File: config.mk
export PLATFORM = sky130hd
export DESIGN_NAME = wm8731_init_seq
export DESIGN_NICKNAME = d
export VERILOG_FILES = /design/src/rtl/wm8731_pkg.sv /design/src/rtl/wm8731_init_rom.sv /design/src/rtl/wm8731_init_seq.sv
export SDC_FILE = /design/constraint.sdc
export NUM_CORES = 1
export LEC_CHECK = 0
export BUFFER_PORTS_ARGS = -buffer_cell sky130_fd_sc_hd__buf_2
export CORE_MARGIN = 2
export CORE_UTILIZATION = 30
export CTS_BUF_LIST = sky130_fd_sc_hd__clkbuf_2
export DETAILED_ROUTE_END_ITERATION = 10
export HOLD_SLACK_MARGIN = 0.03
export PLACE_DENSITY = 0.57
export SLEW_MARGIN = 20
export SYNTH_ARGS = -nofsm -noshare
export SYNTH_HDL_FRONTEND = slang
export SYNTH_SLANG_ARGS = --single-unit
File: constraint.sdc
create_clock -name Clk -period 2.57 [get_ports Clk]
set_input_delay 0.514 -clock Clk [delete_from_list [all_inputs] [get_ports Clk]]
set_output_delay 0.514 -clock Clk [all_outputs]
set_load 0.05 [all_outputs]
File: src/rtl/wm8731_pkg.sv
// Shared constants for the WM8731 power-up sequencer: register addresses, word layout,
// init table size and FSM state encoding.
package wm8731_pkg;

  localparam int WORD_W   = 16;
  localparam int IDX_W    = 4;
  localparam int NUM_REGS = 11;

  typedef struct packed {
    logic [6:0] addr;
    logic [8:0] data;
  } init_word_t;

  localparam logic [6:0] REG_LLINE  = 7'd0;
  localparam logic [6:0] REG_RLINE  = 7'd1;
  localparam logic [6:0] REG_LHP    = 7'd2;
  localparam logic [6:0] REG_RHP    = 7'd3;
  localparam logic [6:0] REG_APATH  = 7'd4;
  localparam logic [6:0] REG_DPATH  = 7'd5;
  localparam logic [6:0] REG_PWR    = 7'd6;
  localparam logic [6:0] REG_IFACE  = 7'd7;
  localparam logic [6:0] REG_SRATE  = 7'd8;
  localparam logic [6:0] REG_ACTIVE = 7'd9;
  localparam logic [6:0] REG_RESET  = 7'd15;

  localparam logic [2:0] ST_PWRUP = 3'd0;
  localparam logic [2:0] ST_LOAD  = 3'd1;
  localparam logic [2:0] ST_REQ   = 3'd2;
  localparam logic [2:0] ST_WAIT  = 3'd3;
  localparam logic [2:0] ST_GAP   = 3'd4;
  localparam logic [2:0] ST_DONE  = 3'd5;
  localparam logic [2:0] ST_ERROR = 3'd6;

  function automatic logic [WORD_W-1:0] mk_word(input logic [6:0] addr, input logic [8:0] data);
    init_word_t w;
    w.addr = addr;
    w.data = data;
    return w;
  endfunction

endpackage

File: src/rtl/wm8731_init_rom.sv
// Combinational init table: entry index -> {addr, data} word; zero past the last entry.
module wm8731_init_rom
  import wm8731_pkg::*;
(
  input  logic [IDX_W-1:0]  i_idx,
  output logic [WORD_W-1:0] o_word
);

  // Reset first, then power-up before the datapath registers, activate last.
  always_comb begin
    o_word = '0;
    case (i_idx)
      4'd0:    o_word = mk_word(REG_RESET,  9'h000);
      4'd1:    o_word = mk_word(REG_PWR,    9'h010);
      4'd2:    o_word = mk_word(REG_LLINE,  9'h017);
      4'd3:    o_word = mk_word(REG_RLINE,  9'h017);
      4'd4:    o_word = mk_word(REG_LHP,    9'h079);
      4'd5:    o_word = mk_word(REG_RHP,    9'h079);
      4'd6:    o_word = mk_word(REG_APATH,  9'h012);
      4'd7:    o_word = mk_word(REG_DPATH,  9'h000);
      4'd8:    o_word = mk_word(REG_IFACE,  9'h04A);
      4'd9:    o_word = mk_word(REG_SRATE,  9'h000);
      4'd10:   o_word = mk_word(REG_ACTIVE, 9'h001);
      default: o_word = '0;
    endcase
  end

endmodule

File: src/rtl/wm8731_init_seq.sv
// WM8731 power-up sequencer: waits PWRUP_CYC, then writes the init table through the I2C
// write master one word at a time, retrying NACKed words up to MAX_RETRY times.
module wm8731_init_seq
  import wm8731_pkg::*;
#(
  parameter int unsigned PWRUP_CYC = 50000,
  parameter int unsigned GAP_CYC   = 100,
  parameter int unsigned MAX_RETRY = 3
) (
  input  logic              Clk,
  input  logic              Rst,
  input  logic              Restart_i,
  output logic              Wr_Req_o,
  output logic [WORD_W-1:0] Wr_Word_o,
  input  logic              Wr_Ack_i,
  input  logic              Wr_Done_i,
  input  logic              Wr_Nack_i,
  output logic              Init_Done_o,
  output logic              Init_Err_o,
  output logic [IDX_W-1:0]  Reg_Idx_o
);

  localparam int PW_W = $clog2(PWRUP_CYC + 1);
  localparam int GP_W = $clog2(GAP_CYC + 1);
  localparam int RT_W = $clog2(MAX_RETRY + 1);

  localparam logic [PW_W-1:0]  PW_LAST  = PW_W'(PWRUP_CYC - 1);
  localparam logic [GP_W-1:0]  GP_LAST  = GP_W'(GAP_CYC - 1);
  localparam logic [RT_W-1:0]  RT_MAX   = RT_W'(MAX_RETRY);
  localparam logic [IDX_W-1:0] IDX_LAST = IDX_W'(NUM_REGS - 1);

  logic [2:0]        r_state;
  logic [PW_W-1:0]   r_pw_cnt;
  logic [GP_W-1:0]   r_gap_cnt;
  logic [RT_W-1:0]   r_retry;
  logic [IDX_W-1:0]  r_idx;
  logic [WORD_W-1:0] r_word;
  logic              r_req;
  logic              r_done;
  logic              r_err;
  logic              r_is_retry;
  logic              r_early_done;
  logic              r_early_nack;

  logic [WORD_W-1:0] w_rom_word;
  logic              w_done_evt;
  logic              w_nack_evt;

  wm8731_init_rom u_rom (
    .i_idx  (r_idx),
    .o_word (w_rom_word)
  );

  // A done that arrived together with the ack is held over and consumed in WAIT.
  assign w_done_evt = r_early_done | Wr_Done_i;
  assign w_nack_evt = r_early_done ? r_early_nack : Wr_Nack_i;

  always_ff @(posedge Clk) begin
    if (Rst) begin
      r_state      <= ST_PWRUP;
      r_pw_cnt     <= '0;
      r_gap_cnt    <= '0;
      r_retry      <= '0;
      r_idx        <= '0;
      r_word       <= '0;
      r_req        <= 1'b0;
      r_done       <= 1'b0;
      r_err        <= 1'b0;
      r_is_retry   <= 1'b0;
      r_early_done <= 1'b0;
      r_early_nack <= 1'b0;
    end else begin
      case (r_state)
        ST_PWRUP: begin
          if (r_pw_cnt == PW_LAST) begin
            r_pw_cnt <= '0;
            r_state  <= ST_LOAD;
          end else begin
            r_pw_cnt <= r_pw_cnt + PW_W'(1);
          end
        end
        ST_LOAD: begin
          r_word  <= w_rom_word;
          r_retry <= '0;
          r_state <= ST_REQ;
        end
        ST_REQ: begin
          if (r_req && Wr_Ack_i) begin
            r_req        <= 1'b0;
            r_early_done <= Wr_Done_i;
            r_early_nack <= Wr_Nack_i;
            r_state      <= ST_WAIT;
          end else begin
            r_req <= 1'b1;
          end
        end
        ST_WAIT: begin
          if (w_done_evt) begin
            r_early_done <= 1'b0;
            r_early_nack <= 1'b0;
            r_gap_cnt    <= '0;
            if (!w_nack_evt) begin
              if (r_idx == IDX_LAST) begin
                r_done  <= 1'b1;
                r_state <= ST_DONE;
              end else begin
                r_idx      <= r_idx + IDX_W'(1);
                r_is_retry <= 1'b0;
                r_state    <= ST_GAP;
              end
            end else if (r_retry < RT_MAX) begin
              r_retry    <= r_retry + RT_W'(1);
              r_is_retry <= 1'b1;
              r_state    <= ST_GAP;
            end else begin
              r_err   <= 1'b1;
              r_state <= ST_ERROR;
            end
          end
        end
        ST_GAP: begin
          if (r_gap_cnt == GP_LAST) begin
            r_state <= r_is_retry ? ST_REQ : ST_LOAD;
          end else begin
            r_gap_cnt <= r_gap_cnt + GP_W'(1);
          end
        end
        ST_DONE, ST_ERROR: begin
          if (Restart_i) begin
            r_done   <= 1'b0;
            r_err    <= 1'b0;
            r_idx    <= '0;
            r_retry  <= '0;
            r_pw_cnt <= '0;
            r_state  <= ST_PWRUP;
          end
        end
        default: r_state <= ST_PWRUP;
      endcase
    end
  end

  assign Wr_Req_o    = r_req;
  assign Wr_Word_o   = r_word;
  assign Init_Done_o = r_done;
  assign Init_Err_o  = r_err;
  assign Reg_Idx_o   = r_idx;

endmodule
==> results of run 1 <==
[synthesized netlist by cell type, drive strengths merged, types with 2 or more instances]
| library cell | instances | area (um2) |
|---|---|---|
| o32ai | 2 | 17.52 |
| and3 | 2 | 12.51 |
| a211o | 2 | 18.77 |
| a31oi | 6 | 37.54 |
| o22a | 2 | 27.53 |
| o31a | 2 | 20.02 |
| xor2 | 10 | 87.58 |
| a311oi | 6 | 58.80 |
| o21ai | 15 | 75.07 |
| nand2 | 27 | 101.4 |
| a211oi | 3 | 22.52 |
| nand3 | 18 | 90.09 |
| clkbuf | 10 | 87.59 |
| nand2b | 5 | 31.28 |
| nand4b | 3 | 26.28 |
| nor3b | 2 | 15.01 |
| a41oi | 2 | 17.52 |
| or3 | 3 | 20.02 |
| or2 | 2 | 12.51 |
| nor3 | 7 | 35.03 |
| dfxtp | 48 | 960.9 |
| nor2 | 44 | 167.7 |
| a32oi | 2 | 17.52 |
| ha | 10 | 125.1 |
| a21oi | 27 | 138.9 |
| nand4 | 5 | 31.28 |
| inv | 7 | 26.28 |
| mux2i | 4 | 40.04 |
| nand3b | 3 | 22.52 |
| nor4 | 3 | 33.78 |
| buf | 11 | 83.82 |
| xnor2 | 4 | 35.03 |
| nor2b | 2 | 12.51 |
[state kept, by name (all words and copies together), names as in the netlist]
| signal | flops |
|---|---|
| r_pw_cnt | 16 |
| Wr_Word_o | 10 |
| r_gap_cnt | 7 |
| Reg_Idx_o | 4 |
| r_state | 3 |
| r_retry | 2 |
| Init_Done_o | 1 |
| Init_Err_o | 1 |
| Wr_Req_o | 1 |
| r_early_done | 1 |
| r_early_nack | 1 |
| r_is_retry | 1 |
[routing by layer]
metal  up-vias  global-route usage (%)
met5         -                       0
met2        51                   18.65
met4         0                   3.056
met1      1061                   17.14
met3         4                   2.577
li1       1169                       -
[report_power, final]
part           switching, mW  total (mW)  internal (mW)
combinational          0.396       0.577          0.181
sequential            0.0603       0.864          0.803
clock                  0.252       0.518          0.265
total                  0.709        1.96           1.25
[worst max-delay path, stage by stage (launching register included)]
cell	delay, ns
dfxtp_1	0.58
or3_1	0.58
o21a_1	0.28
or3_2	0.45
a21oi_1	0.14
[path summary, 6_finish.rpt]
path                      start       endpoint  cells after the start
setup reg to reg     r_state[2]    r_pw_cnt[4]                      4
hold reg to reg   Wr_Word_o[10]  Wr_Word_o[10]                      2
hold / removal         Wr_Ack_i   r_early_done                      3
setup / recovery     r_state[2]    r_pw_cnt[4]                      4
[layout make-up]
type | instances | area, um2 | area share [%]
clock inverter | 3 | 68.82 | 2.383
tap | 108 | 135.1 | 4.679
sequential | 48 | 960.9 | 33.28
inverter | 7 | 26.28 | 0.9099
timing repair buffer | 28 | 152.6 | 5.286
multi-input combinational | 244 | 1519 | 52.60
clock buffer | 5 | 25.02 | 0.8666
[logic make-up after synthesis]
kind of cell             Yosys count
AND/OR/NAND/NOR                  134
AO/OA/AOI/OAI                     76
flip-flops                        48
buffers and inverters             28
XOR/XNOR                          14
adder cells (fa/ha/maj)           10
multiplexers                       5
other                              1
==> flow_metrics.tcl, run 1 <==
set metrics [dict create \
    clk_pin_slew_ns 0.29 \
    synth_top_family_by_area "simple AND/OR/NAND/NOR gates" \
    synth_compound_area_share_pct 19.36 \
    grt_max_degree 21 \
    post_cts_buffers 0 \
    relSlewSlack_pct 57.56 \
    synth_mux_area_share_pct 1.927 \
    num_vias 2285 \
    crit_type "reg -> reg" \
    io_buffers 23 \
    drc_errors 0 \
    clk_path_buf_depth 2 \
    max_freq_mhz 470.7 \
    viasPerCell 5.158 \
    p_leak_nw 1.053 \
    ctsResizeCount 0 \
    die_area_um2 9645 \
    place_congestion 0.8364 \
    fin_crit_sh_pct 82.67 \
    synth.distinct_cells 61 \
    syn_area_per_cell_um2 8.426 \
    instances_no_fill 443 \
    finalSetupViolations 0 \
    reg2reg_setup_slack_ns 0.45 \
    maxCapViolCount 0 \
    yosys.area_share.simple_pct 25.75 \
    overflow 0 \
    cts_tree "built" \
    clock_sinks 48 \
    cts_inserted_buffers 5 \
    dieWidth_um 98.21 \
    grt_pass1_wl_mm 9.770 \
    rsz0062_at_grt "no" \
    rows 34 \
    syn_area_um2 2663 \
    io_pins 29 \
    slew_violations 0 \
    power_density_nw_per_um2 678.1 \
    drive_gt1_share_pct 15.82 \
    dp_hpwl_mm 4.091 \
    ys_seq_area_share_pct 36.09 \
    ir_drop_mv 0.2430 \
    async_reset_ff_share_pct 0 \
    layout_common_cells "48 x dfxtp_1, 43 x nor2_1, 27 x nand2_1" \
    worstSetupEndpointType "register" \
    timing_hold_violations_final 0 \
    wl_met3_um 250 \
    critPathArrivalTime_ns 2.48 \
    wl_met1_mm 2.857 \
    fp.dieH_um 98.21 \
    hold_path.class "in -> reg" \
    top_layer "met4" \
    worstMarginPinSlew_ns 0.6357 \
    routed_wirelength_mm 5.604 \
    status "finished clean" \
    fin_crit_ns 2.125 \
    cts_hold_buf 0 \
    fin_nets 350 \
    design_area_um2 2888 \
    ys_ff_latch 48 \
    cts_root_buffer "clkbuf_2" \
    critical_path.max_fanout 20 \
    grt_pass1_vias 2043 \
    worstSetupStartpointType "register" \
    worstPathRequired_ns 2.92 \
    h-tree-depth 2 \
    fin_ws_ns 0.4454 \
    core_um2 8678 \
    synthFlopType "dfxtp_1" \
    synthAdderAreaFrac_pct 4.699 \
    ant_nets 0 \
    yosys_warnings 0 \
    area_growth_pct 8.459 \
    antenna_cells 0 \
    place_inst 435 \
    start_util_pct 30.68 \
    hold_slack_ns 0.3856 \
    placed_area_um2 2794 \
    syn_inst 316 \
    synth-xor-area-share_pct 4.605 \
    antenna_found_initial 0 \
    routed-wl-met2_mm 2.458 \
    fin_setup_tns_ns 0 \
    routedWlPerCell_um 12.65 \
    drt_iter0_drc 100 \
    mostFrequentLayoutCell "dfxtp_1" \
    utilization_pct 33.28 \
    power_mw 1.958 \
    drt-pass1-iter-count 4 \
    synth-edff-count 0 \
    clk-insertion-delay-late_ns 0.43 \
    skew_ns 0.05015 \
    place_ws_ns 0.5618 \
    grt.total_usage_pct 12.05 \
    fillers 949 \
]
(Power assumes the default switching activity.)
==> run 2, diff against run 1 <==
--- a/config.mk
+++ b/config.mk
@@ -5,13 +5,14 @@
 export SDC_FILE = /design/constraint.sdc
 export NUM_CORES = 1
 export LEC_CHECK = 0
+export ABC_AREA = 1
 export BUFFER_PORTS_ARGS = -buffer_cell sky130_fd_sc_hd__buf_2
 export CORE_MARGIN = 2
 export CORE_UTILIZATION = 30
 export CTS_BUF_LIST = sky130_fd_sc_hd__clkbuf_2
 export DETAILED_ROUTE_END_ITERATION = 10
 export HOLD_SLACK_MARGIN = 0.03
-export PLACE_DENSITY = 0.57
+export PLACE_DENSITY = 0.59
 export SLEW_MARGIN = 20
 export SYNTH_ARGS = -nofsm -noshare
 export SYNTH_HDL_FRONTEND = slang
==> constraint.sdc (replaced) <==
create_clock -name Clk -period 1.84 [get_ports Clk]
set_input_delay 0.368 -clock Clk [delete_from_list [all_inputs] [get_ports Clk]]
set_output_delay 0.368 -clock Clk [all_outputs]
set_load 0.05 [all_outputs]
==> flow_metrics.tcl, run 2 <==
set metrics [dict create \
    dieWidth_um 103.6 \
    syn_inst 473 \
    clock_sinks 48 \
    design_area_um2 3253 \
    hold_path_end "Wr_Req_o" \
    worstPathRequired_ns 1.47 \
    antenna_found_initial 1 \
    maxCapViolCount 0 \
    wl_met1_mm 3.322 \
    drt_iter0_drc 144 \
    yosysTopAreaCell "dfxtp_1" \
    ys_ff_latch 48 \
    cts_hold_buf 0 \
    start_util_pct 30.75 \
    fin_ws_ns 0.1422 \
    slew_violations 0 \
    fin_crit_ns 1.698 \
    ys_seq_area_share_pct 32.27 \
    drive_gt1_share_pct 12.88 \
    finalSetupViolations 0 \
    slowest_stage "dfxtp_1" \
    p_switching_mw 1.698 \
    reg2reg_depth 8 \
    placed_area_um2 3208 \
    syn_area_um2 2978 \
    fillers 1077 \
    io_pins 29 \
    clk_pin_slew_ns 0.25 \
    core_um2 9684 \
    clk-insertion-delay-late_ns 0.44 \
    synth-edff-count 0 \
    overflow 0 \
    cts_root_buffer "clkbuf_2" \
    ant_nets 0 \
    dp_hpwl_mm 5.309 \
    min_path_cells 4 \
    reg2reg_to "r_pw_cnt[6]" \
    drc_errors 0 \
    critPathArrivalTime_ns 1.33 \
    grt_pass1_vias 2664 \
    hold_path.class "in -> reg" \
    skew_ns 0.01861 \
    p_int_mw 1.779 \
    worstSetupStartpointType "register" \
    cts_tree "built" \
    grt_max_degree 25 \
    fin_crit_sh_pct 92.27 \
    clk_path_buf_depth 2 \
    utilization_pct 33.59 \
    power_density_nw_per_um2 1069 \
    ir_drop_mv 0.5815 \
    die_area_um2 10740 \
    relSlewSlack_pct 62.98 \
    routed_wirelength_mm 7.184 \
    yosys_warnings 0 \
    synth_most_common_cell "nand2_1" \
    fp.dieH_um 103.6 \
    h-tree-depth 2 \
    p_clk_share_pct 12.8 \
    drt-pass1-iter-count 4 \
    synthTopCellsByCount "130 x nand2_1, 64 x nor2_1, 53 x inv_1, 48 x dfxtp_1, 39 x nand3_1" \
    critical_path.max_fanout 8 \
    layout_common_cells "130 x nand2_1, 64 x nor2_1, 53 x inv_1" \
    hold_slack_ns 0.2746 \
    timing.rr.start "r_state[2]" \
    place_congestion 0.8580 \
    area_growth_pct 9.244 \
    cts_inserted_buffers 5 \
    worstSetupEndpointType "output port" \
    top_register "r_pw_cnt" \
    io_buffers 23 \
    hold_start "Wr_Ack_i" \
    largest_reg_flops 16 \
    rsz0062_at_grt "no" \
    worst-path-buf-inv 1 \
    worstMarginPinSlew_ns 0.5519 \
    worst_path_largest_cell_delay_ns 0.56 \
    p_leak_nw 1.412 \
    wl_met3_um 248 \
    place_ws_ns 0.2534 \
    timing_hold_violations_final 0 \
    grt.total_usage_pct 13.29 \
    synthFlopType "dfxtp_1" \
    rows 36 \
    max_freq_mhz 589.0 \
    fin_nets 512 \
    viasPerCell 4.677 \
    seqPwrFrac_pct 39.8 \
    top_layer "met4" \
    routed-wl-met2_mm 3.513 \
    cp_cell_sequence "buf_2" \
    crit_type "reg -> out" \
    combPwrFrac_pct 47.3 \
    reg2reg_setup_slack_ns 0.20 \
    status "finished clean" \
    synth_area_leaders "dfxtp_1 32%, nand2_1 16%, nor2_1 8.1%" \
    sw_frac_of_total_pct 48.84 \
    grt_pass1_wl_mm 12.13 \
    syn_area_per_cell_um2 6.296 \
    async_reset_ff_share_pct 0 \
    synth.distinct_cells 30 \
    fin_setup_tns_ns 0 \
    path_delay_family "flip-flops" \
    synth_top_area_share_pct 32.27 \
    num_vias 2951 \
    mostFrequentLayoutCell "nand2_1" \
    routedWlPerCell_um 11.39 \
]
[run 2: cell count changes in the layout (fill, tap and decap cells not counted), sizes merged, moves of 7 or more]
cell   previous run  this run
nand4             5        15
inv               8        60
nand2            27       139
a21oi            27        34
nor2             44        69
nand3            18        43
xor2             10         3
[run 2: worst max-delay path by stage]
| stage | startpoint | to | slack (ns) | cells after the start |
|---|---|---|---|---|
| after floorplan | Reg_Idx_o[0] | Reg_Idx_o[1] | 0.03 | 10 |
| after global placement | Reg_Idx_o[0] | Reg_Idx_o[1] | 0.30 | 10 |
| after detailed placement | r_state[0] | Reg_Idx_o[0] | 0.25 | 9 |
| after CTS | Reg_Idx_o[1] | Reg_Idx_o[1] | 0.15 | 1 |
| after global routing | Reg_Idx_o[0] | Reg_Idx_o[0] | 0.04 | 10 |
| final | Reg_Idx_o[1] | Reg_Idx_o[1] | 0.14 | 1 |
[run 2: cells by family after synthesis]
kind of cell | count (synthesis) | synth area share [%]
AOI/OAI and AO/OA | 64 | 11.68
adders and majority gates | 10 | 4.202
other | 1 | 0.1259
and+or+nand+nor | 269 | 39.54
xor gates and xnor gates | 3 | 0.8825
buffers and inverters | 78 | 11.30
DFF | 48 | 32.27
[run 2: through the flow]
| stage | power [mW] | cells |
|---|---|---|
| after floorplan | 2.720 | 477 |
| after global placement | 3.011 | 622 |
| after detailed placement | 3.052 | 622 |
| after CTS | 3.505 | 630 |
| after global routing | 3.756 | 631 |
| final | 3.477 | 631 |
[run 2: area by class of cell]
| type | count | area, um2 | area share, % |
|---|---|---|---|
| Clock buffer | 6 | 30.03 | 0.9231 |
| Clock inverter | 2 | 11.26 | 0.3462 |
| Antenna cell | 1 | 2.502 | 0.07692 |
| Timing Repair Buffer | 28 | 152.6 | 4.692 |
| Tap cell | 133 | 166.4 | 5.115 |
| Inverter | 62 | 232.7 | 7.154 |
| Multi-Input combinational cell | 351 | 1695 | 52.12 |
| Sequential cell | 48 | 962.2 | 29.58 |
[run 2: per-layer routing]
layer  vias up  track usage, %
li1       1554               -
met1      1335           16.40
met2        54           23.60
met3         8           2.077
met4         0           4.344
met5         -               0
[run 2: power by group through the flow]
stage	clock network (mW)	registers, mW	logic [mW]
floorplan	0	1.67	1.05
global placement	0	1.39	1.62
detailed placement	0	1.40	1.65
CTS	0.463	1.38	1.66
global route	0.495	1.42	1.84
finish	0.447	1.39	1.65
[run 2: repair_timing]
action | CTS | global route
setup endpoints to repair | 0 | 1
endpoints found under the hold margin | 0 | 0
setup buffers | 0 | 0
resized for setup | 0 | 1
